### src/rtl/pipe_hazard_ctrl_if.sv
// Decode/execute hazard-control bundle: decode-stage operand info in,
// pipeline steering and event counters out.
interface pipe_hazard_ctrl_if #(
    parameter int unsigned selectionBits = 4,
    parameter int unsigned cntWidth      = 16
);
    logic                     dec_valid;
    logic [selectionBits-1:0] dec_rs1;
    logic [selectionBits-1:0] dec_rs2;
    logic                     dec_use_rs1;
    logic                     dec_use_rs2;
    logic [selectionBits-1:0] dec_rd;
    logic                     dec_we;
    logic                     ex_br_taken;

    logic                     stall_f;
    logic                     bubble_de;
    logic                     flush_fd;
    logic [1:0]               state;
    logic [cntWidth-1:0]      stall_cnt;
    logic [cntWidth-1:0]      flush_cnt;

    modport master (
        output dec_valid, dec_rs1, dec_rs2, dec_use_rs1, dec_use_rs2, dec_rd, dec_we,
        output ex_br_taken,
        input  stall_f, bubble_de, flush_fd, state, stall_cnt, flush_cnt
    );

    modport slave (
        input  dec_valid, dec_rs1, dec_rs2, dec_use_rs1, dec_use_rs2, dec_rd, dec_we,
        input  ex_br_taken,
        output stall_f, bubble_de, flush_fd, state, stall_cnt, flush_cnt
    );
endinterface

### src/rtl/pipe_hazard_ctrl.sv
// Pipeline hazard controller: three-slot write scoreboard for RAW stalls (no
// register-file bypass) plus a two-cycle flush sequence after a taken PC write.
module pipe_hazard_ctrl #(
    parameter int unsigned selectionBits = 4,
    parameter int unsigned cntWidth      = 16
) (
    input logic              clk,
    input logic              rst,
    pipe_hazard_ctrl_if.slave bus
);

    typedef enum logic [1:0] {
        StRun     = 2'd0,
        StFlush1  = 2'd1,
        StFlush2  = 2'd2,
        StIllegal = 2'd3
    } state_e;

    localparam logic [cntWidth-1:0] CntOne = cntWidth'(1);

    state_e                   r_state;
    logic [2:0]               r_we;
    logic [selectionBits-1:0] r_rd [3];
    logic [cntWidth-1:0]      r_stall_cnt;
    logic [cntWidth-1:0]      r_flush_cnt;

    logic w_match;
    logic w_hazard;
    logic w_issue;
    logic w_stall;
    logic w_bubble;
    logic w_flush;
    logic w_enter_flush;

    // Every in-flight writer counts until it leaves the write stage.
    always_comb begin
        w_match = 1'b0;
        for (int k = 0; k < 3; k++) begin
            if (r_we[k] && ((bus.dec_use_rs1 && (r_rd[k] == bus.dec_rs1)) ||
                            (bus.dec_use_rs2 && (r_rd[k] == bus.dec_rs2)))) begin
                w_match = 1'b1;
            end
        end
        w_hazard = bus.dec_valid & w_match;
    end

    always_comb begin
        w_stall  = 1'b0;
        w_bubble = 1'b0;
        w_flush  = 1'b0;
        if (rst) begin
            case (r_state)
                StRun: begin
                    if (bus.ex_br_taken) begin
                        w_bubble = 1'b1;
                        w_flush  = 1'b1;
                    end else if (w_hazard) begin
                        w_stall  = 1'b1;
                        w_bubble = 1'b1;
                    end
                end
                StFlush1: begin
                    w_bubble = 1'b1;
                    w_flush  = 1'b1;
                end
                StFlush2: begin
                    w_bubble = 1'b1;
                end
                default: begin
                end
            endcase
        end
    end

    assign w_issue       = bus.dec_valid & ~w_hazard & (r_state == StRun) & ~bus.ex_br_taken;
    assign w_enter_flush = (r_state == StRun) & bus.ex_br_taken;

    always_ff @(posedge clk or negedge rst) begin
        if (!rst) begin
            r_state <= StRun;
        end else begin
            case (r_state)
                StRun:    r_state <= bus.ex_br_taken ? StFlush1 : StRun;
                StFlush1: r_state <= StFlush2;
                StFlush2: r_state <= StRun;
                default:  r_state <= StRun;
            endcase
        end
    end

    always_ff @(posedge clk or negedge rst) begin
        if (!rst) begin
            r_we <= '0;
            for (int k = 0; k < 3; k++) begin
                r_rd[k] <= '0;
            end
        end else begin
            r_we    <= {r_we[1:0], w_issue & bus.dec_we};
            r_rd[2] <= r_rd[1];
            r_rd[1] <= r_rd[0];
            r_rd[0] <= w_issue ? bus.dec_rd : '0;
        end
    end

    always_ff @(posedge clk or negedge rst) begin
        if (!rst) begin
            r_stall_cnt <= '0;
            r_flush_cnt <= '0;
        end else begin
            if (w_stall && (r_stall_cnt != '1)) begin
                r_stall_cnt <= r_stall_cnt + CntOne;
            end
            if (w_enter_flush && (r_flush_cnt != '1)) begin
                r_flush_cnt <= r_flush_cnt + CntOne;
            end
        end
    end

    assign bus.stall_f   = w_stall;
    assign bus.bubble_de = w_bubble;
    assign bus.flush_fd  = w_flush;
    assign bus.state     = r_state;
    assign bus.stall_cnt = r_stall_cnt;
    assign bus.flush_cnt = r_flush_cnt;

endmodule

### src/flat_wrapper.sv
// flat-port wrapper written by rule: the top's interface ports become plain ports
module pipe_hazard_ctrl_flat 
#(
    parameter int unsigned selectionBits = 4,
    parameter int unsigned cntWidth      = 16
)
  (clk, rst, bus_dec_valid, bus_dec_rs1, bus_dec_rs2, bus_dec_use_rs1, bus_dec_use_rs2, bus_dec_rd, bus_dec_we, bus_ex_br_taken, bus_stall_f, bus_bubble_de, bus_flush_fd, bus_state, bus_stall_cnt, bus_flush_cnt);
  pipe_hazard_ctrl_if #(.selectionBits(selectionBits), .cntWidth(cntWidth)) bus_i ();
  input logic clk;
  input logic rst;
  input wire logic [$bits(bus_i.dec_valid)-1:0] bus_dec_valid;
  input wire logic [$bits(bus_i.dec_rs1)-1:0] bus_dec_rs1;
  input wire logic [$bits(bus_i.dec_rs2)-1:0] bus_dec_rs2;
  input wire logic [$bits(bus_i.dec_use_rs1)-1:0] bus_dec_use_rs1;
  input wire logic [$bits(bus_i.dec_use_rs2)-1:0] bus_dec_use_rs2;
  input wire logic [$bits(bus_i.dec_rd)-1:0] bus_dec_rd;
  input wire logic [$bits(bus_i.dec_we)-1:0] bus_dec_we;
  input wire logic [$bits(bus_i.ex_br_taken)-1:0] bus_ex_br_taken;
  output wire logic [$bits(bus_i.stall_f)-1:0] bus_stall_f;
  output wire logic [$bits(bus_i.bubble_de)-1:0] bus_bubble_de;
  output wire logic [$bits(bus_i.flush_fd)-1:0] bus_flush_fd;
  output wire logic [$bits(bus_i.state)-1:0] bus_state;
  output wire logic [$bits(bus_i.stall_cnt)-1:0] bus_stall_cnt;
  output wire logic [$bits(bus_i.flush_cnt)-1:0] bus_flush_cnt;
  assign bus_i.dec_valid = bus_dec_valid;
  assign bus_i.dec_rs1 = bus_dec_rs1;
  assign bus_i.dec_rs2 = bus_dec_rs2;
  assign bus_i.dec_use_rs1 = bus_dec_use_rs1;
  assign bus_i.dec_use_rs2 = bus_dec_use_rs2;
  assign bus_i.dec_rd = bus_dec_rd;
  assign bus_i.dec_we = bus_dec_we;
  assign bus_i.ex_br_taken = bus_ex_br_taken;
  assign bus_stall_f = bus_i.stall_f;
  assign bus_bubble_de = bus_i.bubble_de;
  assign bus_flush_fd = bus_i.flush_fd;
  assign bus_state = bus_i.state;
  assign bus_stall_cnt = bus_i.stall_cnt;
  assign bus_flush_cnt = bus_i.flush_cnt;
  pipe_hazard_ctrl #(.selectionBits(selectionBits), .cntWidth(cntWidth)) u_core (.clk(clk), .rst(rst), .bus(bus_i));
endmodule
### config.mk
export PLATFORM = sky130hd
export DESIGN_NAME = pipe_hazard_ctrl_flat
export DESIGN_NICKNAME = d
export VERILOG_FILES = /design/src/rtl/pipe_hazard_ctrl_if.sv /design/src/rtl/pipe_hazard_ctrl.sv /design/src/flat_wrapper.sv
export SDC_FILE = /design/constraint.sdc
export NUM_CORES = 1
export LEC_CHECK = 0
export CORE_UTILIZATION = 40
export DETAILED_ROUTE_END_ITERATION = 16
export MAX_ROUTING_LAYER = met4
export PLACE_DENSITY = 0.66
export SLEW_MARGIN = 20
export SYNTH_ARGS = -nofsm -noshare
export SYNTH_HDL_FRONTEND = slang
export SYNTH_SLANG_ARGS = --single-unit
### constraint.sdc
create_clock -name clk -period 4.7 [get_ports clk]
set_input_delay 0.705 -clock clk [delete_from_list [all_inputs] [get_ports clk]]
set_output_delay 0.705 -clock clk [all_outputs]
set_load 0.1 [all_outputs]
Word-level counts from Yosys, hierarchy flattened
Index checks and enable logic that the tools add are counted.
{"block": "op_classes", "n_addsub": 2, "eq_ne": 10, "n_mux": 16, "bitwise_logic": 8, "reduce_logical": 16}
{"cell": "adder 16 x 1 -> 16 bit (second input constant)", "count": 2}
{"cell": "!= test 16 bit (second input constant)", "count": 2}
{"cell": "== test 4 bit", "count": 6}
{"cell": "2-to-1 mux 1 bit", "count": 12}
{"cell": "logical AND 1 bit", "count": 11}
{"cell": "bitwise AND 1 bit", "count": 6}
{"cell": "2-to-1 mux 4 bit", "count": 1}
{"cell": "case mux 1 bit (2 select lines)", "count": 2}
{"cell": "case mux 2 bit (2 select lines)", "count": 1}
{"cell": "logical OR 1 bit", "count": 3}
{"cell": "== test 2 x 1 -> 1 bit (second input constant)", "count": 1}
{"cell": "== test 2 bit (second input constant)", "count": 1}
{"cell": "zero test 2 bit", "count": 1}
{"cell": "inverter 1 bit", "count": 2}
{"cell": "OR reduction 2 bit", "count": 1}
{"block": "word_totals", "reg_bits": 49, "in_bits": 19, "wordCells": 59}

Longest topological paths before layout
{"block": "depth", "depth_word": 13, "depth_mapped": 9, "mapped_depth_nobuf": 9}

Worst setup path after synthesis
Ideal clock, no wire load.
{"block": "synth_path", "kind": "reg-to-output", "start": "register u_core.r_state[1], in the netlist u_core.bus.state[1]", "end": "output port bus_stall_f", "arrival_ns": 2.770, "t_required_ns": 3.995, "slack_ns": 1.225, "path_stages_with_launch": 7, "cell_sequence": "dfrtp_1 > inv_1 > ha_1 > nand2_1 > nor2_1 > nand2_1 > nor2_1"}
{"block": "synth_via", "elab_chain_len": 3}
{"item": "start: declaration", "line": "pipe_hazard_ctrl.sv:21", "source": "state_e r_state;"}
{"item": "start signal: assignment", "line": "pipe_hazard_ctrl.sv:80", "source": "r_state <= StRun;"}
{"item": "start signal: assignment", "line": "pipe_hazard_ctrl.sv:83", "source": "StRun: r_state <= bus.ex_br_taken ? StFlush1 : StRun;"}
{"item": "start signal: assignment", "line": "pipe_hazard_ctrl.sv:84", "source": "StFlush1: r_state <= StFlush2;"}
{"item": "zero test 2 bit", "line": "pipe_hazard_ctrl.sv:52", "source": "case (r_state)"}
{"item": "2-to-1 mux 1 bit", "line": "pipe_hazard_ctrl.sv:52"}
{"item": "2-to-1 mux 1 bit", "line": "pipe_hazard_ctrl.sv:51", "source": "if (rst) begin"}
{"item": "end: declaration", "line": "flat_wrapper.sv:19", "source": "output wire logic [$bits(bus_i.stall_f)-1:0] bus_stall_f;"}
Every way passes these cells.

Final worst setup path
{"block": "layout_path", "start": "input port bus_dec_rs2[0]", "end": "output port bus_bubble_de"}
{"block": "layout_via", "elab_chain_len": 12}
{"item": "start: declaration", "line": "flat_wrapper.sv:13", "source": "input wire logic [$bits(bus_i.dec_rs2)-1:0] bus_dec_rs2;"}
{"item": "== test 4 bit", "line": "pipe_hazard_ctrl.sv:40", "source": "(bus.dec_use_rs2 && (r_rd[k] == bus.dec_rs2)))) begin"}
{"item": "logical AND 1 bit", "line": "pipe_hazard_ctrl.sv:40"}
{"item": "logical OR 1 bit", "line": "pipe_hazard_ctrl.sv:39", "source": "if (r_we[k] && ((bus.dec_use_rs1 && (r_rd[k] == bus.dec_rs1)) ||"}
{"item": "logical AND 1 bit", "line": "pipe_hazard_ctrl.sv:39"}
{"item": "2-to-1 mux 1 bit (2 in a row)", "line": "pipe_hazard_ctrl.sv:39"}
{"item": "2-to-1 mux 1 bit *", "line": "pipe_hazard_ctrl.sv:39"}
{"item": "bitwise AND 1 bit *", "line": "pipe_hazard_ctrl.sv:44", "source": "w_hazard = bus.dec_valid & w_match;"}
{"item": "2-to-1 mux 1 bit *", "line": "pipe_hazard_ctrl.sv:57", "source": "end else if (w_hazard) begin"}
{"item": "2-to-1 mux 1 bit *", "line": "pipe_hazard_ctrl.sv:54", "source": "if (bus.ex_br_taken) begin"}
{"item": "case mux 1 bit (2 select lines) *", "line": "pipe_hazard_ctrl.sv:52"}
{"item": "2-to-1 mux 1 bit *", "line": "pipe_hazard_ctrl.sv:51"}
{"item": "end: declaration", "line": "flat_wrapper.sv:20", "source": "output wire logic [$bits(bus_i.bubble_de)-1:0] bus_bubble_de;"}
Mark *: on every way between the ends. The rest lies on a longest branch, timed or not.

==> metrics.yaml <==
end_kind: "output port"
ys_warn_count: 0
synth_top_area_share: 0.515
drt_first_pass_iters: 5
dr.max_layer_used: "met4"
htree_levels: 2
setup-tns-final_ns: 0
antenna_found_initial: 0
drt_iter0_drc: 117
required_ns: 3.99
num-nets-final: 300
ios: 56
ant_nets: 0
grt_setup_unrepaired: "no"
gr-total-overflow: 0
insertedDiodeCount: 0
syn_nets: 240
synthTopCellsByCount: "dfrtp_1, xor2_1, xnor2_1"
io_buffers: 55
cts-root-buf: "clkbuf_8"
p_leak_uw: 0.00144
setup_viol: 0
maxCapViolations: 0
place_ws_ns: 1.30
num-fill-cells: 516
path_class: "primary input to output port"
final_layout_size_suffix_gt1_frac: 0.0794
clkSlewWorstSetupHoldPaths_ns: 0.08
status: "finished, final reports clean"
wl_microns: 4860
drcViolationCount: 0
pwr_density_cell_mw_per_mm2: 393
numCtsBuffers: 5
core_sq_mm: 0.00561
power_uw: 1240
slew_headroom: 0.337
vias_per_cell: 5.11
cts.path.max_buffers: 2
finalInstanceArea_sq_mm: 0.00314
drt-met1-wl_microns: 2280
grt_max_degree: 53
dpl_cell_area_sq_mm: 0.00301
syn2layout_area_growth_pct: 31.9
start_util: 0.425
synth_edf_count: 0
wl_met2_microns: 2250
irDropWorstVdd_mv: 0.455
finalHoldViolCount: 0
rows: 27
cts_tree: "yes"
cp-start-kind: "primary input"
hp-class: "flop to flop"
yosysSeqAreaShare: 0.515
synth_cells: 216
clk_latency_ns: 0.30
synth_seq_cells: 49
cts_setup_buffers: 0
die_h_microns: 79.2
synth_ff_type: "dfrtp_1"
fin_crit_ns: 3.39
synth.avg_cell_area_sq_um: 11.0
crit_fanout: 22
dieArea_sq_mm: 0.00626
yosys.area.top_type: "dfrtp_1"
place_hpwl_microns: 3530
slew_violations: 0
die_w_microns: 79.2
fmax_mhz: 295
async_flop_share: 1.00
grt_pass1_vias: 1787
synth_area_leaders: "dfrtp_1, xor2_1, xnor2_1"
grt_pass1_wl_microns: 8140
gp_congestion: 0.824
synth.most_common_cell: "dfrtp_1"
fin_crit_sh: 0.721
vias: 1782
hold_buffers: 0
routedWlPerCell_microns: 13.9
worst_slack_ns: 1.31
skew_ns: 0.0127
tightestPinTransition_ns: 0.992
grt_usage: 0.173
yosysUniqueCellTypes: 28
cts_resized: 0
dr_wl_met3_microns: 299
clock-sinks: 49
cp.arrival_ns: 2.68
syn_area_sq_mm: 0.00238
[layer usage]
layer / up-vias / GRT usage
met1: 854 / 0.226
met2: 57 / 0.262
met5: - / -
met4: 0 / 0.0564
met3: 2 / 0.0437
li1: 869 / -
[cell usage in the layout, fill, tap and decap left out, drive strengths merged, types with 3 or more instances in the layout]
| cell type | n |
|---|---|
| nand3 | 13 |
| inv | 6 |
| nand2 | 17 |
| buf | 5 |
| and2 | 3 |
| ha | 5 |
| mux2 | 3 |
| clkbuf | 5 |
| nor4 | 9 |
| nor3 | 7 |
| nor2 | 9 |
| xnor2 | 23 |
| and3 | 12 |
| clkdlybuf4s50 | 52 |
| xor2 | 30 |
| or4 | 4 |
| dfrtp | 49 |
| nand4 | 14 |
[state kept, by name, summed over array words and instances, names as in the netlist]
name                  flops
u_core.bus.stall_cnt     16
u_core.bus.flush_cnt     16
u_core.bus.state          2
u_core.r_we               3
u_core.r_rd              12
[final timing paths]
check / from / to / slack, ns / cells after the start
max: bus_dec_rs2[0] / bus_bubble_de / 1.31 / 10
min: u_core.r_we[1] / u_core.r_we[2] / 0.42 / 0
max reg2reg: u_core.bus.state[0] / u_core.bus.stall_cnt[14] / 2.51 / 8
min reg2reg: u_core.r_we[1] / u_core.r_we[2] / 0.42 / 0
max in group asynchronous: rst / u_core.bus.stall_cnt[12] / 3.72 / 2
min in group asynchronous: rst / u_core.bus.flush_cnt[10] / 0.56 / 2
[worst max-delay path, cell delays in order]
cell and delay, ns:
clkdlybuf4s50_1 0.48, xor2_1 0.20, nor3_1 0.22, nand4_1 0.12, nand4_1 0.11, nor3_2 0.04, buf_4 0.21, o21ai_0 0.15
and3b_1 0.17, buf_4 0.29
[stage by stage]
stage          hold slack, ns  cells   util
6_report                0.418    349  0.560
5_1_grt                 0.440    349  0.560
4_1_cts                 0.422    349  0.560
3_5_place_dp            0.403    341  0.536
3_3_place_gp            0.407    341  0.536
2_1_floorplan           0.375    216      -
[power by group]
| group | total [uW] | internal [uW] | switching, uW |
|---|---|---|---|
| sequential | 496 | 455 | 41.1 |
| clock | 348 | 211 | 137 |
| combinational | 390 | 103 | 288 |
| total | 1240 | 769 | 466 |
[area by class of cell]
class                      instances  area, sq um  area share
tap                               72         90.1      0.0287
clock inverter                     3         65.1      0.0207
multi-input combinational        157         1110       0.354
inverter                           6         22.5     0.00717
clock buffer                       5         68.8      0.0219
sequential                        49         1230       0.390
timing repair buffer              57          556       0.177
[cells by family (layout without fill, tap and decap cells)]
kind of cell,count (synthesis),after routing,synth area share
AOI/OAI and AO/OA,4,4,0.0105
muxes,3,3,0.0142
adders and majority gates,5,5,0.0263
and+or+nand+nor,92,92,0.213
DFF,49,49,0.515
buffers and inverters,10,71,0.0200
xor gates and xnor gates,53,53,0.201
Note: power is estimated with default switching activity, not from simulation.
